## src/rtl/alu_sequencer.sv

```systemverilog
// alu_sequencer: queues ALU commands in a 2-entry FIFO, issues them one at a time and returns registered results
module alu_sequencer (
   input  logic       clk,
   input  logic       reset,
   input  logic       io_cmd_valid,
   output logic       io_cmd_ready,
   input  logic [1:0] io_cmd_bits_fn,
   input  logic [3:0] io_cmd_bits_a,
   input  logic [3:0] io_cmd_bits_b,
   input  logic       io_cmd_bits_useAcc,
   output logic       io_alu_start,
   output logic [1:0] io_alu_fn,
   output logic [3:0] io_alu_a,
   output logic [3:0] io_alu_b,
   input  logic [3:0] io_alu_result,
   output logic       io_resp_valid,
   input  logic       io_resp_ready,
   output logic [3:0] io_resp_bits_result,
   output logic [1:0] io_resp_bits_fn,
   output logic [7:0] io_count
);
   typedef enum logic [1:0] {IDLE, ISSUE, RESP} state_t;
   typedef struct packed {
      logic [1:0] fn;
      logic [3:0] a;
      logic [3:0] b;
      logic       use_acc;
   } cmd_t;
   cmd_t       fifo_q [2];
   cmd_t       head;
   logic       wr_ptr_q, rd_ptr_q;
   logic [1:0] cnt_q, cnt_d;
   logic       push, pop;
   state_t     state_q;
   logic [3:0] acc_q;
   logic       start_q;
   logic [1:0] alu_fn_q;
   logic [3:0] alu_a_q, alu_b_q;
   logic       resp_valid_q;
   logic [3:0] resp_result_q;
   logic [1:0] resp_fn_q;
   logic [7:0] count_q;
   // FIFO handshake: accept while not full, pop only when the FSM is idle
   always_comb begin
      io_cmd_ready = cnt_q != 2'd2;
      push = io_cmd_valid & io_cmd_ready;
      pop = (state_q == IDLE) & (cnt_q != 2'd0);
      cnt_d = cnt_q + {1'b0, push} - {1'b0, pop};
      head = fifo_q[rd_ptr_q];
   end
   // FIFO storage, pointers and occupancy
   always_ff @(posedge clk) begin
      if (reset) begin
         wr_ptr_q <= 1'b0;
         rd_ptr_q <= 1'b0;
         cnt_q <= 2'd0;
      end else begin
         if (push) fifo_q[wr_ptr_q] <= '{io_cmd_bits_fn, io_cmd_bits_a, io_cmd_bits_b, io_cmd_bits_useAcc};
         wr_ptr_q <= wr_ptr_q ^ push;
         rd_ptr_q <= rd_ptr_q ^ pop;
         cnt_q <= cnt_d;
      end
   end
   // Issue/response sequencing; ALU drive and response are registered so ISSUE sees stable operands
   always_ff @(posedge clk) begin
      if (reset) begin
         state_q <= IDLE;
         acc_q <= 4'd0;
         start_q <= 1'b0;
         alu_fn_q <= 2'd0;
         alu_a_q <= 4'd0;
         alu_b_q <= 4'd0;
         resp_valid_q <= 1'b0;
         resp_result_q <= 4'd0;
         resp_fn_q <= 2'd0;
         count_q <= 8'd0;
      end else begin
         case (state_q)
            IDLE: if (pop) begin
               state_q <= ISSUE;
               start_q <= 1'b1;
               alu_fn_q <= head.fn;
               alu_a_q <= head.use_acc ? acc_q : head.a;
               alu_b_q <= head.b;
            end
            ISSUE: begin
               state_q <= RESP;
               start_q <= 1'b0;
               alu_fn_q <= 2'd0;
               alu_a_q <= 4'd0;
               alu_b_q <= 4'd0;
               resp_result_q <= io_alu_result;
               acc_q <= io_alu_result;
               resp_fn_q <= alu_fn_q;
               resp_valid_q <= 1'b1;
            end
            RESP: if (io_resp_ready) begin
               state_q <= IDLE;
               resp_valid_q <= 1'b0;
               count_q <= count_q + 8'd1;
            end
            default: state_q <= IDLE;
         endcase
      end
   end
   assign io_alu_start = start_q;
   assign io_alu_fn = alu_fn_q;
   assign io_alu_a = alu_a_q;
   assign io_alu_b = alu_b_q;
   assign io_resp_valid = resp_valid_q;
   assign io_resp_bits_result = resp_result_q;
   assign io_resp_bits_fn = resp_fn_q;
   assign io_count = count_q;
endmodule
```

## config.mk

```make
export PLATFORM = sky130hd
export DESIGN_NAME = alu_sequencer
export DESIGN_NICKNAME = d
export VERILOG_FILES = /design/src/rtl/alu_sequencer.sv
export SDC_FILE = /design/constraint.sdc
export NUM_CORES = 1
export LEC_CHECK = 0
export ABC_AREA = 1
export BUFFER_PORTS_ARGS = -buffer_cell sky130_fd_sc_hd__buf_2
export CORE_MARGIN = 8
export CORE_UTILIZATION = 53
export DETAILED_ROUTE_END_ITERATION = 6
export GPL_ROUTABILITY_DRIVEN = 1
export PLACE_DENSITY_LB_ADDON = 0.3
export SYNTH_ARGS = -nofsm -noshare
export SYNTH_HDL_FRONTEND = slang
export SYNTH_SLANG_ARGS = --single-unit
```

## constraint.sdc

```tcl
create_clock -name clk -period 2.4 [get_ports clk]
set_clock_uncertainty 0.1 [all_clocks]
set_input_delay 0.6 -clock clk [delete_from_list [all_inputs] [get_ports clk]]
set_output_delay 0.6 -clock clk [all_outputs]
set_load 0.005 [all_outputs]
```

==> Word-level counts from Yosys, hierarchy flattened <==
Memory sizes are Yosys's and may differ from the RTL's. A register that Yosys moved wholly into a read port is not among the register bits.
Index checks and enable logic that the tools add are counted.
{ "totals": {"reg_bits": 32, "ramBits": 22, "input_bits": 19, "word_cells": 51, "memories": 1} }
{ "classes": {"addsub": 3, "n_eq_ne": 5, "n_mux": 18, "bitwise": 4, "n_reduce_logical": 8} }
{ "mem_list": {"columns": ["name", "depth", "width", "rd", "rd_ports_with_merged_regs", "wr", "line_no", "rtl"], "rows": [
  ["fifo_q", 2, 11, 1, 1, 1, "29", "cmd_t fifo_q [2];"]
]} }
{ "op_table": {"columns": ["operator", "n"], "rows": [
  ["4-bit case mux with 2 select lines", 2],
  ["4-bit 2-to-1 mux", 3],
  ["8-bit by 1-bit adder with 8-bit output (second input constant)", 1],
  ["2-bit AND reduction", 4],
  ["1-bit 2-to-1 mux", 6],
  ["2-bit 2-to-1 mux", 3],
  ["2-bit inequality test (second input constant)", 3],
  ["2-bit case mux with 3 select lines", 1],
  ["2-bit nonzero test", 3],
  ["1-bit case mux with 2 select lines", 2],
  ["2-bit case mux with 2 select lines", 1],
  ["2-bit by 1-bit adder with 2-bit output", 1],
  ["1-bit AND", 2],
  ["2-bit by 1-bit equality test with 1-bit output (second input constant)", 1],
  ["2-bit equality test (second input constant)", 1],
  ["2-bit zero test", 1],
  ["2-bit by 1-bit subtractor with 2-bit output", 1],
  ["1-bit bitwise XOR", 2]
]} }

==> Depth between registers and ports, before layout <==
{ "depth": {"ltp_word": 5, "ltp_mapped": 11, "ltp_nobuf": 11} }

==> Least setup slack after synthesis <==
No wires, ideal clock.
{ "synth_path": {"path_type": "input to register", "start": "input port reset", "end": "memory fifo_q[1][0] in the netlist's numbering (enable)", "setup_ns": 0.393, "arrival_ns": 1.616, "required_ns": 1.907, "path_slack_ns": 0.291, "cell_stages": 2, "cell_sequence": "clkbuf_1 -> nor3_1"} }
{ "synth_between": {"elab_chain_cells": 2} }
{ "synth_lines": {"columns": ["item", "line_no", "rtl"], "rows": [
  ["start, declared", "4", "input logic reset,"],
  ["1-bit 2-to-1 mux", "53", "if (reset) begin"],
  ["1-bit 2-to-1 mux (not written as such)", "58", "if (push) fifo_q[wr_ptr_q] <= '{io_cmd_bits_fn, io_cmd_bits_a, io_cmd_bits_b, io_cmd_bits_useAcc};"],
  ["end, declared", "29", null]
]} }
No other way between the ends.

==> Worst setup path after layout <==
{ "layout_path": {"start": "register state_q[1]", "end": "register cnt_q[1]"} }
{ "layout_between": {"elab_chain_cells": 3} }
{ "layout_lines": {"columns": ["item", "line_no", "rtl"], "rows": [
  ["start, declared", "34", "state_t state_q;"],
  ["start signal, assigned", "67", "state_q <= IDLE;"],
  ["start signal, assigned", "80", "state_q <= ISSUE;"],
  ["start signal, assigned", "87", "state_q <= RESP;"],
  ["2-bit zero test", "47", "pop = (state_q == IDLE) & (cnt_q != 2'd0);"],
  ["1-bit AND", "47", null],
  ["2-bit by 1-bit subtractor with 2-bit output", "48", "cnt_d = cnt_q + {1'b0, push} - {1'b0, pop};"],
  ["end signal, assigned", "61", "cnt_q <= cnt_d;"],
  ["end, declared", "32", "logic [1:0] cnt_q, cnt_d;"]
]} }
No other way between the ends.
A chain may end at the register's enable or synchronous reset.

==> impl_metrics.csv <==
group,metric,value,unit
power_and_ir_drop,p_comb_share,32.8,%
worst_setup_path,crit_type,"reg2reg",
power_and_ir_drop,p_seq_share,45.3,%
synthesis,synth-edff-count,22,
worst_setup_path,reg2regPathDepth,11,
placement,port_buffers,45,
floorplan,fp-row-count,23,
power_and_ir_drop,clockPowerShare,21.9,%
layout,nets,299,
power_and_ir_drop,p_leak,1.17,nW
synthesis,synth_cell_types,27,
layout,drive_gt1_share,25.1,%
sta,hold_viol,0,
placement,dp_hpwl,3.20,mm
power_and_ir_drop,ir_drop,610,uV
clocking,clock-sinks,54,
sta,relSlewSlack,77.9,%
sta,post-route-period-util,73.9,%
layout,final_util,64.6,%
layout,syn2layout_area_growth,17.5,%
sta,final.setup.worst_slack,0.627,ns
floorplan,die_x,80.4,um
layout,antennaDiodeCount,0,
outcome,run_status,"finished clean",
synthesis,syn_area,2200,sq um
power_and_ir_drop,power.density,1070,nW/um^2
placement,gp_congestion,0.746,
synthesis,synth.net_count,250,
synthesis,synthTopCellsByCount,"nand2_1, dfxtp_1, inv_1",
drt,vias,1629,
synthesis,synth_top_area_share,30.1,%
floorplan,die-area,6460,sq um
run,maxCapViolations,0,
synthesis,netlist_instances,229,
synthesis,synthTopCellsByArea,"edfxtp_1, dfxtp_1, nand2_1",
floorplan,ios,46,
grt,grt_pass1_vias,1580,
clocking,ctsHoldBuffers,0,
worst_setup_path,cp_common_cell,"nand2_1",
synthesis,synthArstFlopShare,0,%
worst_setup_path,worstPathRequired,2.52,ns
synthesis,seq_area_frac_synth,59.2,%
grt,grt_max_degree,18,
sta,drv_slew,0,
grt,globalRouteMet3Util,4.46,%
clocking,cts_tree,"built",
sta,setup-tns-final,0,ns
synthesis,yosys_warnings,0,
layout,final_cell_area,2580,sq um
grt,antenna_found_initial,0,
synthesis,yosysTopAreaCell,"edfxtp_1",
grt,gr-total-overflow,0,
power_and_ir_drop,intPower,1.80,mW
worst_setup_path,worstSetupStartpointType,"register",
power_and_ir_drop,power.total,2.77,mW
worst_setup_path,crit_path_end,"cnt_q[1]",
worst_setup_path,crit_path_cell_trace,"inv_2, nand2_4, nor2_8, inv_1, nand2_1, nand2_1, ha_1, xnor2_1, nand2_1, nand2_1, nor2_2",
clocking,clk_path_buf_depth,2,
clocking,ctsHtreeMaxLevel,2,
sta,holdWs,0.367,ns
drt,ant_nets,0,
synthesis,synth_area_per_cell,9.60,sq um
grt,track_usage,13.9,%
placement,dp_cells,321,
sta,rsz0062_at_grt,"no",
synthesis,synth_flop_cell,"dfxtp_1",
clocking,cts_setup_buffers,0,
layout,fin_cells,329,
drt,drt_iter0_drc,77,
placement,placement.cell_area,2470,sq um
grt,grt_first_pass_wirelength,7.00,mm
worst_setup_path,cp-startpoint,"state_q[1]",
placement,post-place-ws,0.617,ns
floorplan,core,4000,sq um
clocking,clk_latency,0.31,ns
floorplan,die_h,80.4,um
sta,finalCriticalPeriod,1.77,ns
power_and_ir_drop,swShare,34.9,%
worst_setup_path,crit_path_max_fanout,12,
sta,max_freq,0.564,GHz
worst_setup_path,crit_path_end_kind,"register",
sta,setup_violations,0,
floorplan,initial_utilization,55.0,%
sta,max_slew.worst_pin.slew,0.330,ns
drt,routed_wl,4.28,mm
worst_setup_path,cp_slowest_stage_delay,0.40,ns
drt,wire_per_inst,13.0,um
worst_setup_path,r2r_slack,0.63,ns
worst_setup_path,cp_data_arrival_time,1.89,ns
min_path,hold_path_class,"reg2reg",
grt,grt-busiest-layer,"met2",
worst_setup_path,crit_path_top_delay_cell,"dfxtp_1",
synthesis,synth_most_common_cell,"nand2_1",
worst_setup_path,worstReg2RegEnd,"cnt_q[1]",
clocking,cts_resized,0,
drt,drtPass1Iterations,4,
power_and_ir_drop,p_sw,0.966,mW
grt,grt_use_met1,15.7,%
drt,drc,0,
clocking,cts_buffers,5,
synthesis,synth-seq-cells,54,
clocking,clkSlewWorstSetupHoldPaths,0.10,ns
drt,routed_via_density,4.95,
clocking,clockRootBuffer,"clkbuf_8",
grt,grt_use_met2,23.5,%
worst_setup_path,reg2reg_from,"state_q[1]",
## per-layer routing
metal	vias to the layer above	wire, um
li1	845	-
met1	727	1850
met2	51	2010
met3	6	343
met4	0	72
met5	-	0
## critical path: cells and delay by family (launching register included)
kind	cells	cell delay [ns]
buffers and inverters	2	0.21
DFF	1	0.40
xor gates and xnor gates	1	0.19
and+or+nand+nor	7	0.60
adders and majority gates	1	0.18
## placed cells by master, fill, tap and decap left out
master	n
nand3b_1	1
a21oi_1	20
nand4_1	2
a211oi_1	1
clkinvlp_2	1
nand2_4	3
nand2_1	38
buf_2	45
bufinv_16	1
o21ai_1	7
clkbuf_8	5
xor2_1	1
xnor2_1	1
o21ai_0	8
nor2_1	25
inv_2	4
nor2_2	1
nand3_4	1
buf_4	3
inv_1	27
ha_1	2
inv_6	1
mux2i_1	5
nor2_8	2
or2_2	1
nor2_4	2
dfxtp_1	32
edfxtp_1	22
nand3_1	16
nor3_1	1
## power groups by stage
| stage | Sequential, mW | Combinational [mW] | Clock [mW] |
|---|---|---|---|
| final | 1.25 | 0.909 | 0.606 |
| after global routing | 1.28 | 1.04 | 0.642 |
| after CTS | 1.25 | 0.919 | 0.615 |
| after detailed placement | 1.27 | 0.914 | 0 |
| after global placement | 1.27 | 0.895 | 0 |
| after floorplan | 1.25 | 0.686 | 0 |
## area by class of cell
class	count	area, sq um
clock buffers	5	68.8
well taps	50	62.6
clock inverters	3	43.8
multi-input cells	138	743
fillers	354	1420
repair buffers	48	248
flip-flops and latches	54	1300
inverters	31	116
## worst min path at each step
stage / from / endpoint / slack (ns) / cells past startpoint
3_3_place_gp: io_resp_valid / io_resp_valid / 0.35 / 2
3_5_place_dp: io_resp_valid / io_resp_valid / 0.35 / 2
2_1_floorplan: io_alu_start / io_alu_start / 0.34 / 2
5_1_grt: io_cmd_bits_fn[0] / fifo_q[0][9] / 0.37 / 1
4_1_cts: io_cmd_bits_b[0] / fifo_q[0][1] / 0.37 / 1
6_report: io_resp_valid / io_resp_valid / 0.37 / 2
## sequential cells by signal, indices dropped and copies added (netlist names)
| signal | cells |
|---|---|
| rd_ptr_q | 1 |
| fifo_q | 22 |
| io_resp_bits_result | 4 |
| io_resp_valid | 1 |
| io_count | 8 |
| cnt_q | 2 |
| wr_ptr_q | 1 |
| io_alu_a | 4 |
| io_alu_start | 1 |
| io_resp_bits_fn | 2 |
| io_alu_b | 4 |
| state_q | 2 |
| io_alu_fn | 2 |
## cell families after synthesis
kind of cell,after synthesis,synth area share (%)
AO/OA/AOI/OAI,36,8.31
XOR/XNOR,2,0.797
adder cells (fa/ha/maj),2,1.14
buffers and inverters,37,7.00
flip-flops,54,59.2
multiplexers,5,2.28
AND/OR/NAND/NOR,93,21.3
No activity file was read; power rests on OpenSTA's default activity.
